==> src/rtl/frog_collision_monitor.sv <==
`default_nettype none
// ============================================================================
// Module      : frog_collision_monitor
// Description : Per-pixel player/car overlap counter with per-frame hit, win,
//               respawn and game-over decisions. Optional macro
//               COLLISION_DEBUG_EN builds the overlap_cnt capture register.
// Revision    : 1.0 - initial release
// ============================================================================
module frog_collision_monitor #(
    parameter int H_DISPLAY     = 640,
    parameter int V_DISPLAY     = 480,
    parameter int HIT_THRESHOLD = 4,
    parameter int INVULN_FRAMES = 60,
    parameter int START_LIVES   = 3,
    parameter int WIN_ROW       = 16
) (
    input  logic       clk_i,
    input  logic       rst_i,
    input  logic [9:0] h_count_i,
    input  logic [9:0] v_count_i,
    input  logic       player_px_i,
    input  logic       car_px_i,
    input  logic [9:0] player_y_i,
    input  logic       restart_i,
    output logic       hit_o,
    output logic       win_o,
    output logic       respawn_o,
    output logic [1:0] lives_o,
    output logic [7:0] score_o,
    output logic       game_over_o,
    output logic [7:0] overlap_cnt_o
);

    localparam logic [9:0] C_H_DISP = 10'(H_DISPLAY);
    localparam logic [9:0] C_V_DISP = 10'(V_DISPLAY);
    localparam logic [7:0] C_HIT    = 8'(HIT_THRESHOLD);
    localparam logic [7:0] C_INV    = 8'(INVULN_FRAMES);
    localparam logic [1:0] C_LIVES  = 2'(START_LIVES);
    localparam logic [9:0] C_WIN    = 10'(WIN_ROW);

    typedef enum logic [1:0] {
        S_PLAY      = 2'd0,
        S_RESPAWN   = 2'd1,
        S_GAME_OVER = 2'd2
    } state_t;

    state_t     state_q, state_d;
    logic [7:0] acc_q, acc_d;
    logic [7:0] invuln_q, invuln_d;
    logic [1:0] lives_q, lives_d;
    logic [7:0] score_q, score_d;
    logic       hit_q, hit_d;
    logic       win_q, win_d;
    logic       respawn_q, respawn_d;

    logic frame_end;
    logic active_px;

    assign frame_end = (h_count_i == 10'd0) && (v_count_i == C_V_DISP);
    assign active_px = (h_count_i < C_H_DISP) && (v_count_i < C_V_DISP);

    always_comb begin
        acc_d     = acc_q;
        state_d   = state_q;
        invuln_d  = invuln_q;
        lives_d   = lives_q;
        score_d   = score_q;
        hit_d     = 1'b0;
        win_d     = 1'b0;
        respawn_d = 1'b0;

        if (frame_end) begin
            acc_d = 8'd0;
        end else if (active_px && player_px_i && car_px_i && (acc_q != 8'hFF)) begin
            acc_d = acc_q + 8'd1;
        end

        if (frame_end) begin
            case (state_q)
                S_PLAY: begin
                    if (acc_q >= C_HIT) begin
                        hit_d     = 1'b1;
                        respawn_d = 1'b1;
                        lives_d   = lives_q - 2'd1;
                        if (lives_q == 2'd1) begin
                            state_d = S_GAME_OVER;
                        end else begin
                            state_d  = S_RESPAWN;
                            invuln_d = C_INV;
                        end
                    end else if (player_y_i <= C_WIN) begin
                        win_d     = 1'b1;
                        respawn_d = 1'b1;
                        if (score_q != 8'hFF) begin
                            score_d = score_q + 8'd1;
                        end
                    end
                end
                S_RESPAWN: begin
                    // Treat a zero counter like the last frame so the FSM can never stick.
                    if (invuln_q <= 8'd1) begin
                        invuln_d = 8'd0;
                        state_d  = S_PLAY;
                    end else begin
                        invuln_d = invuln_q - 8'd1;
                    end
                end
                S_GAME_OVER: begin
                    if (restart_i) begin
                        state_d   = S_PLAY;
                        lives_d   = C_LIVES;
                        score_d   = 8'd0;
                        respawn_d = 1'b1;
                    end
                end
                default: begin
                    state_d = S_PLAY;
                end
            endcase
        end
    end

    always_ff @(posedge clk_i) begin
        if (rst_i) begin
            state_q   <= S_PLAY;
            acc_q     <= 8'd0;
            invuln_q  <= 8'd0;
            lives_q   <= C_LIVES;
            score_q   <= 8'd0;
            hit_q     <= 1'b0;
            win_q     <= 1'b0;
            respawn_q <= 1'b0;
        end else begin
            state_q   <= state_d;
            acc_q     <= acc_d;
            invuln_q  <= invuln_d;
            lives_q   <= lives_d;
            score_q   <= score_d;
            hit_q     <= hit_d;
            win_q     <= win_d;
            respawn_q <= respawn_d;
        end
    end

    assign hit_o       = hit_q;
    assign win_o       = win_q;
    assign respawn_o   = respawn_q;
    assign lives_o     = lives_q;
    assign score_o     = score_q;
    assign game_over_o = (state_q == S_GAME_OVER);

`ifdef COLLISION_DEBUG_EN
    logic [7:0] overlap_q;

    always_ff @(posedge clk_i) begin
        if (rst_i) begin
            overlap_q <= 8'd0;
        end else if (frame_end) begin
            overlap_q <= acc_q;
        end
    end

    assign overlap_cnt_o = overlap_q;
`else
    assign overlap_cnt_o = 8'd0;
`endif

endmodule
`default_nettype wire

==> config.mk <==
export PLATFORM = sky130hd
export DESIGN_NAME = frog_collision_monitor
export DESIGN_NICKNAME = d
export VERILOG_FILES = /design/src/rtl/frog_collision_monitor.sv
export SDC_FILE = /design/constraint.sdc
export NUM_CORES = 1
export LEC_CHECK = 0
export BUFFER_PORTS_ARGS = -buffer_cell sky130_fd_sc_hd__buf_2
export CAP_MARGIN = 20
export CORE_UTILIZATION = 45
export CTS_CLUSTER_DIAMETER = 30
export DETAILED_ROUTE_END_ITERATION = 10
export GPL_TIMING_DRIVEN = 0
export PLACE_DENSITY = 0.72
export SLEW_MARGIN = 20
export SYNTH_ARGS = -nofsm -noshare
export SYNTH_HDL_FRONTEND = slang
export SYNTH_SLANG_ARGS = --single-unit
==> constraint.sdc <==
create_clock -name clk_i -period 2.2 [get_ports clk_i]
set_input_delay 0.11 -clock clk_i [delete_from_list [all_inputs] [get_ports clk_i]]
set_output_delay 0.11 -clock clk_i [all_outputs]
set_load 0.01 [all_outputs]
Word level (Yosys, flattened, before mapping)
Index checks and enable logic that the tools add are counted.
{ "classes": {"eq_ne": 13, "muxes": 22, "bitwise": 2, "magnitude_cmp": 5, "addsub": 4, "reduce_logical": 17} }
{ "ops": {"columns": ["operator", "count"], "rows": [
  ["2-to-1 mux 8 bit", 7],
  ["one-hot mux 8 bit (2 select lines)", 2],
  ["adder 8 x 1 -> 8 bit (second input constant)", 2],
  ["inequality test 8 bit (second input constant)", 2],
  ["inequality test 2 bit (second input constant)", 7],
  ["2-to-1 mux 2 bit", 6],
  ["AND reduction 4 bit", 3],
  ["== test 10 x 9 -> 1 bit (second input constant)", 1],
  ["<= comparator 10 x 5 -> 1 bit (second input constant)", 1],
  ["logical NOT 10 bit", 1],
  ["less-than comparator 10 bit (second input constant)", 1],
  ["less-than comparator 10 x 9 -> 1 bit (second input constant)", 1],
  ["greater-or-equal comparator 8 x 3 -> 1 bit (second input constant)", 1],
  ["<= comparator 8 x 1 -> 1 bit (second input constant)", 1],
  ["subtractor 8 x 1 -> 8 bit (second input constant)", 1],
  ["one-hot mux 2 bit (3 select lines)", 1],
  ["AND reduction 6 bit", 1],
  ["logical AND 1 bit", 5],
  ["== test 2 x 1 -> 1 bit (second input constant)", 2],
  ["2-to-1 mux 1 bit", 4],
  ["one-hot mux 2 bit (2 select lines)", 1],
  ["nonzero test 2 bit", 2],
  ["OR reduction 2 bit", 2],
  ["OR reduction 4 bit", 1],
  ["6 further kinds", 7]
]} }
{ "word_totals": {"reg_bits": 31, "word_cells": 71, "out_inout_bits": 22, "input_bits": 35} }

Longest topological paths before layout
{ "depth": {"ltp_word": 5, "depth_mapped": 7, "depth_no_buf": 7} }

Worst setup path before layout
OpenSTA, ideal clock, no wires.
{ "synth_path": {"path_kind": "register -> register", "start": "register acc_q[2]", "end": "register score_q[0] (netlist: score_o[0])", "n_path_buf": 0, "setup_ns": 0.121, "t_required_ns": 2.079, "arrival_time_ns": 1.927, "setup_slack_ns": 0.152, "stages_incl_launch_ff": 6, "path_cell_list": "dfxtp_1 > or4_4 > nor4_4 > a31oi_1 > nor4_1 > mux2_2"} }
{ "synth_via": {"elab_chain_cells": 3} }
{ "synth_lines": {"columns": ["item", "line_no", "rtl"], "rows": [
  ["start, declared", "48", "logic [7:0] acc_q, acc_d;"],
  ["start signal, assigned", "126", "acc_q <= 8'd0;"],
  ["start signal, assigned", "135", "acc_q <= acc_d;"],
  ["greater-or-equal comparator 8 x 3 -> 1 bit", "81", "if (acc_q >= C_HIT) begin"],
  ["inequality test 2 bit (no line)", null, null],
  ["AND reduction 6 bit (no line)", null, null],
  ["end signal, assigned", "138", "score_q <= score_d;"],
  ["end, declared", "51", "logic [7:0] score_q, score_d;"]
]} }
Every way passes these cells.
A chain may end at the register's enable or synchronous reset.

Final worst setup path
Same ends and word-level chain as after synthesis.

==> key figures <==
Die
  – Die Y: 68.7 um
  – CORE AREA: 4140 um^2
  – Die area: about 4700 um^2
  – Die W: approximately 70 um
  – Ports: 57
  – Starting Density: 0.482
  – Num rows: 23

Power and ir drop
  – Switch Pwr: 0.295 mW
  – Clock share of power: 0.470
  – Int Power: 0.984 mW
  – Pwr Density: 508 nW/um^2
  – Sw Share: 0.231
  – Reg power frac: 0.449
  – Worst VDD drop: 512 uV
  – Lkg Pwr: 1.03 nW
  – Combinational power share: 0.080

Clocking
  – TritonCTS clock tree: built
  – Worst-skew pair later-pin latency: around 0.3 ns
  – Clock root cell: clkbuf_8
  – Reg clk slew, reported paths: 0.07 ns
  – CTS max path bufs: 2
  – Num CTS Buffers: 5
  – H-tree depth: 2
  – Clk sinks: 31

STA
  – Fmax: 0.467 GHz
  – Setup TNS: 0 ns
  – Period utilization: 0.974
  – Setup violators final: 0
  – Worst Tran Pin Value: 0.649 ns
  – Slew Viols, Final: 0
  – Final Hold Viols: 0
  – Slew margin rel.: 0.563
  – Unrepaired setup endpoints after global routing: yes
  – Post-route minimum period: 2.14 ns
  – Skew final: 0.00967 ns

Synthesis
  – Synth top area share: 0.310
  – Post-Synthesis Mean Instance Area: about 7.9 um^2
  – Ys flop type: dfxtp_1
  – Cell variety after synth: between 40 and 50
  – Synthesized instance count: 253
  – Flops & latches, synth: 31
  – Number of flops mapped to enable cells by yosys: 0
  – Mapped Area: 2000 um^2
  – Top cells by area, synth: dfxtp_1 (31%), nor2_1 (4.3%), ha_1 (3.8%)
  – Yosys top cell by area: dfxtp_1
  – Post-synth ARST share: 0
  – Sequential fraction of the synthesis area: 0.310
  – Synth warn: 0

Detailed routing
  – Vias per inst: ~5.6
  – Drt total wl: around 5100 um
  – Final ANT Viol Nets: 0
  – Initial DRT Pass Iterations: 4
  – Wire per inst: about 14 um
  – Met3 WL: 355 um
  – DRC viols: 0
  – Via count: around 2,100
  – Starting DRC count in detailed routing: 208
  – Routed met2 length: 2360 um
  – DR top layer: met4
  – WL met1: 2340 um

Critical path
  – CP arrival: ~2.3 ns
  – Depth of the most critical reg-to-reg path: 5
  – Startpoint types: flip-flop
  – Capturing element type of the critical path: flip-flop
  – CP Max Fanout: 7
  – Reg2Reg Setup Slack: 0.06 ns
  – Worst Path Required: 2.38 ns
  – Crit path kind: flip-flop to flip-flop

Layout
  – Nets@finish: about 360
  – Share of cells above drive strength 1: 0.279
  – Commonest non-fill, non-tap cell in the layout: buf_2
  – Fillcell total: 386
  – Area grow syn2layout: 25.9%
  – Antenna Cells: 0
  – Commonest cells after routing, fill and taps aside: buf_2 (47), dfxtp_1 (28), nor2_1 (23)
  – Final Non-Filler Cells: 369

Min path
  – Hold path cells: 2
  – Worst hold path type: input pin to flip-flop

Global routing
  – Largest net degree at the start of global routing: 11
  – GRT overflow: 0
  – Initial antenna violation count: 0
  – First-pass GRT wire length: 8320 um
  – GRT Resource Usage Total: 0.242
  – Via count of the first global-routing pass: 1,877

Place
  – Post-DP HPWL: 3630 um
  – # port buffers: 47
  – Cell Count Post-Placement: 357
  – GP Congestion: 0.805

Outcome
  – Status: complete, no violations

Job
  – Max Cap Viol: 0
==> critical path, cell delays in order (launching register included) <==
cell	delay, ns
dfxtp_2	0.36
or4_4	0.56
nor4_4	0.34
a31oi_2	0.16
nor4_2	0.24
mux2_2	0.37
==> layer usage <==
metal  vias to the layer above  track usage
met2                        72        0.385
met4                         0        0.125
li1                       1060            -
met3                         6       0.0526
met1                       945        0.304
met5                         -            0
==> final timing paths <==
kind          startpoint           to
max             acc_q[2]   score_o[0]
min                rst_i    respawn_o
max reg2reg     acc_q[2]   score_o[0]
min reg2reg  invuln_q[7]  invuln_q[7]
==> layout make-up <==
type	instances	area (um^2)	area share
sequential	31	627	0.249
buffer	19	103	0.0408
tap	50	62.6	0.0249
timing repair buffer	51	265	0.105
multi-input combinational	194	1280	0.509
inverter	16	60.1	0.0239
clock inverter	2	35.0	0.0139
clock buffer	6	82.6	0.0328
==> power groups by stage <==
stage | combinational [mW] | clock, mW | sequential [mW]
2_1_floorplan | 0.0526 | 0 | 0.590
3_5_place_dp | 0.101 | 0 | 0.589
6_report | 0.103 | 0.602 | 0.575
4_1_cts | 0.102 | 0.603 | 0.575
3_3_place_gp | 0.0993 | 0 | 0.589
5_1_grt | 0.115 | 0.626 | 0.575
==> timing repair <==
action,4_1_cts,5_1_grt
gates resized for setup,5,7
endpoints found under the setup margin,1,4
buffers inserted,4,0
pin swaps,4,2
hold buffers,0,0
==> state kept, by name (all words and copies together) (netlist names) <==
signal,flops
acc_q,8
invuln_q,8
score_o,8
lives_o,2
state_q,2
hit_o,1
respawn_o,1
win_o,1
==> cell families (layout without fill, tap and decap cells) <==
family          count (synthesis)  count (layout)  share of synthesized area
flops                          31              31                      0.310
mux                             5               5                     0.0257
buf+inv                        35              94                     0.0813
other cells                     1               8                    0.00188
simple gates                  115             115                      0.335
xor+xnor                        3               3                     0.0131
fa+ha+maj                       6               6                     0.0375
compound gates                 57              57                      0.195
==> per-stage QoR <==
stage | cell area, um^2 | setup WS (ns) | utilization | power, mW | hold WS [ns]
after floorplan | 2030 | 0.152 | - | 0.642 | 0.408
after global placement | 2320 | -0.0892 | 0.561 | 0.688 | 0.485
after detailed placement | 2320 | -0.151 | 0.561 | 0.690 | 0.488
after CTS | 2490 | 0.00463 | 0.601 | 1.28 | 0.255
after global routing | 2520 | -0.0311 | 0.607 | 1.32 | 0.292
final | 2520 | 0.0579 | 0.607 | 1.28 | 0.253
==> synth_stat cells (5+ instances only) <==
library cell / n
a211oi_1: 7
a21oi_1: 12
a31oi_1: 8
buf_4: 8
clkbuf_1: 9
dfxtp_1: 31
ha_1: 6
inv_1: 16
nand2_1: 11
nand3_1: 11
nand4_1: 11
nor2_1: 23
nor3_1: 15
nor4_1: 11
o21ai_0: 7
o31ai_1: 5
or3_1: 7
Power figures use the tool's default switching activity.
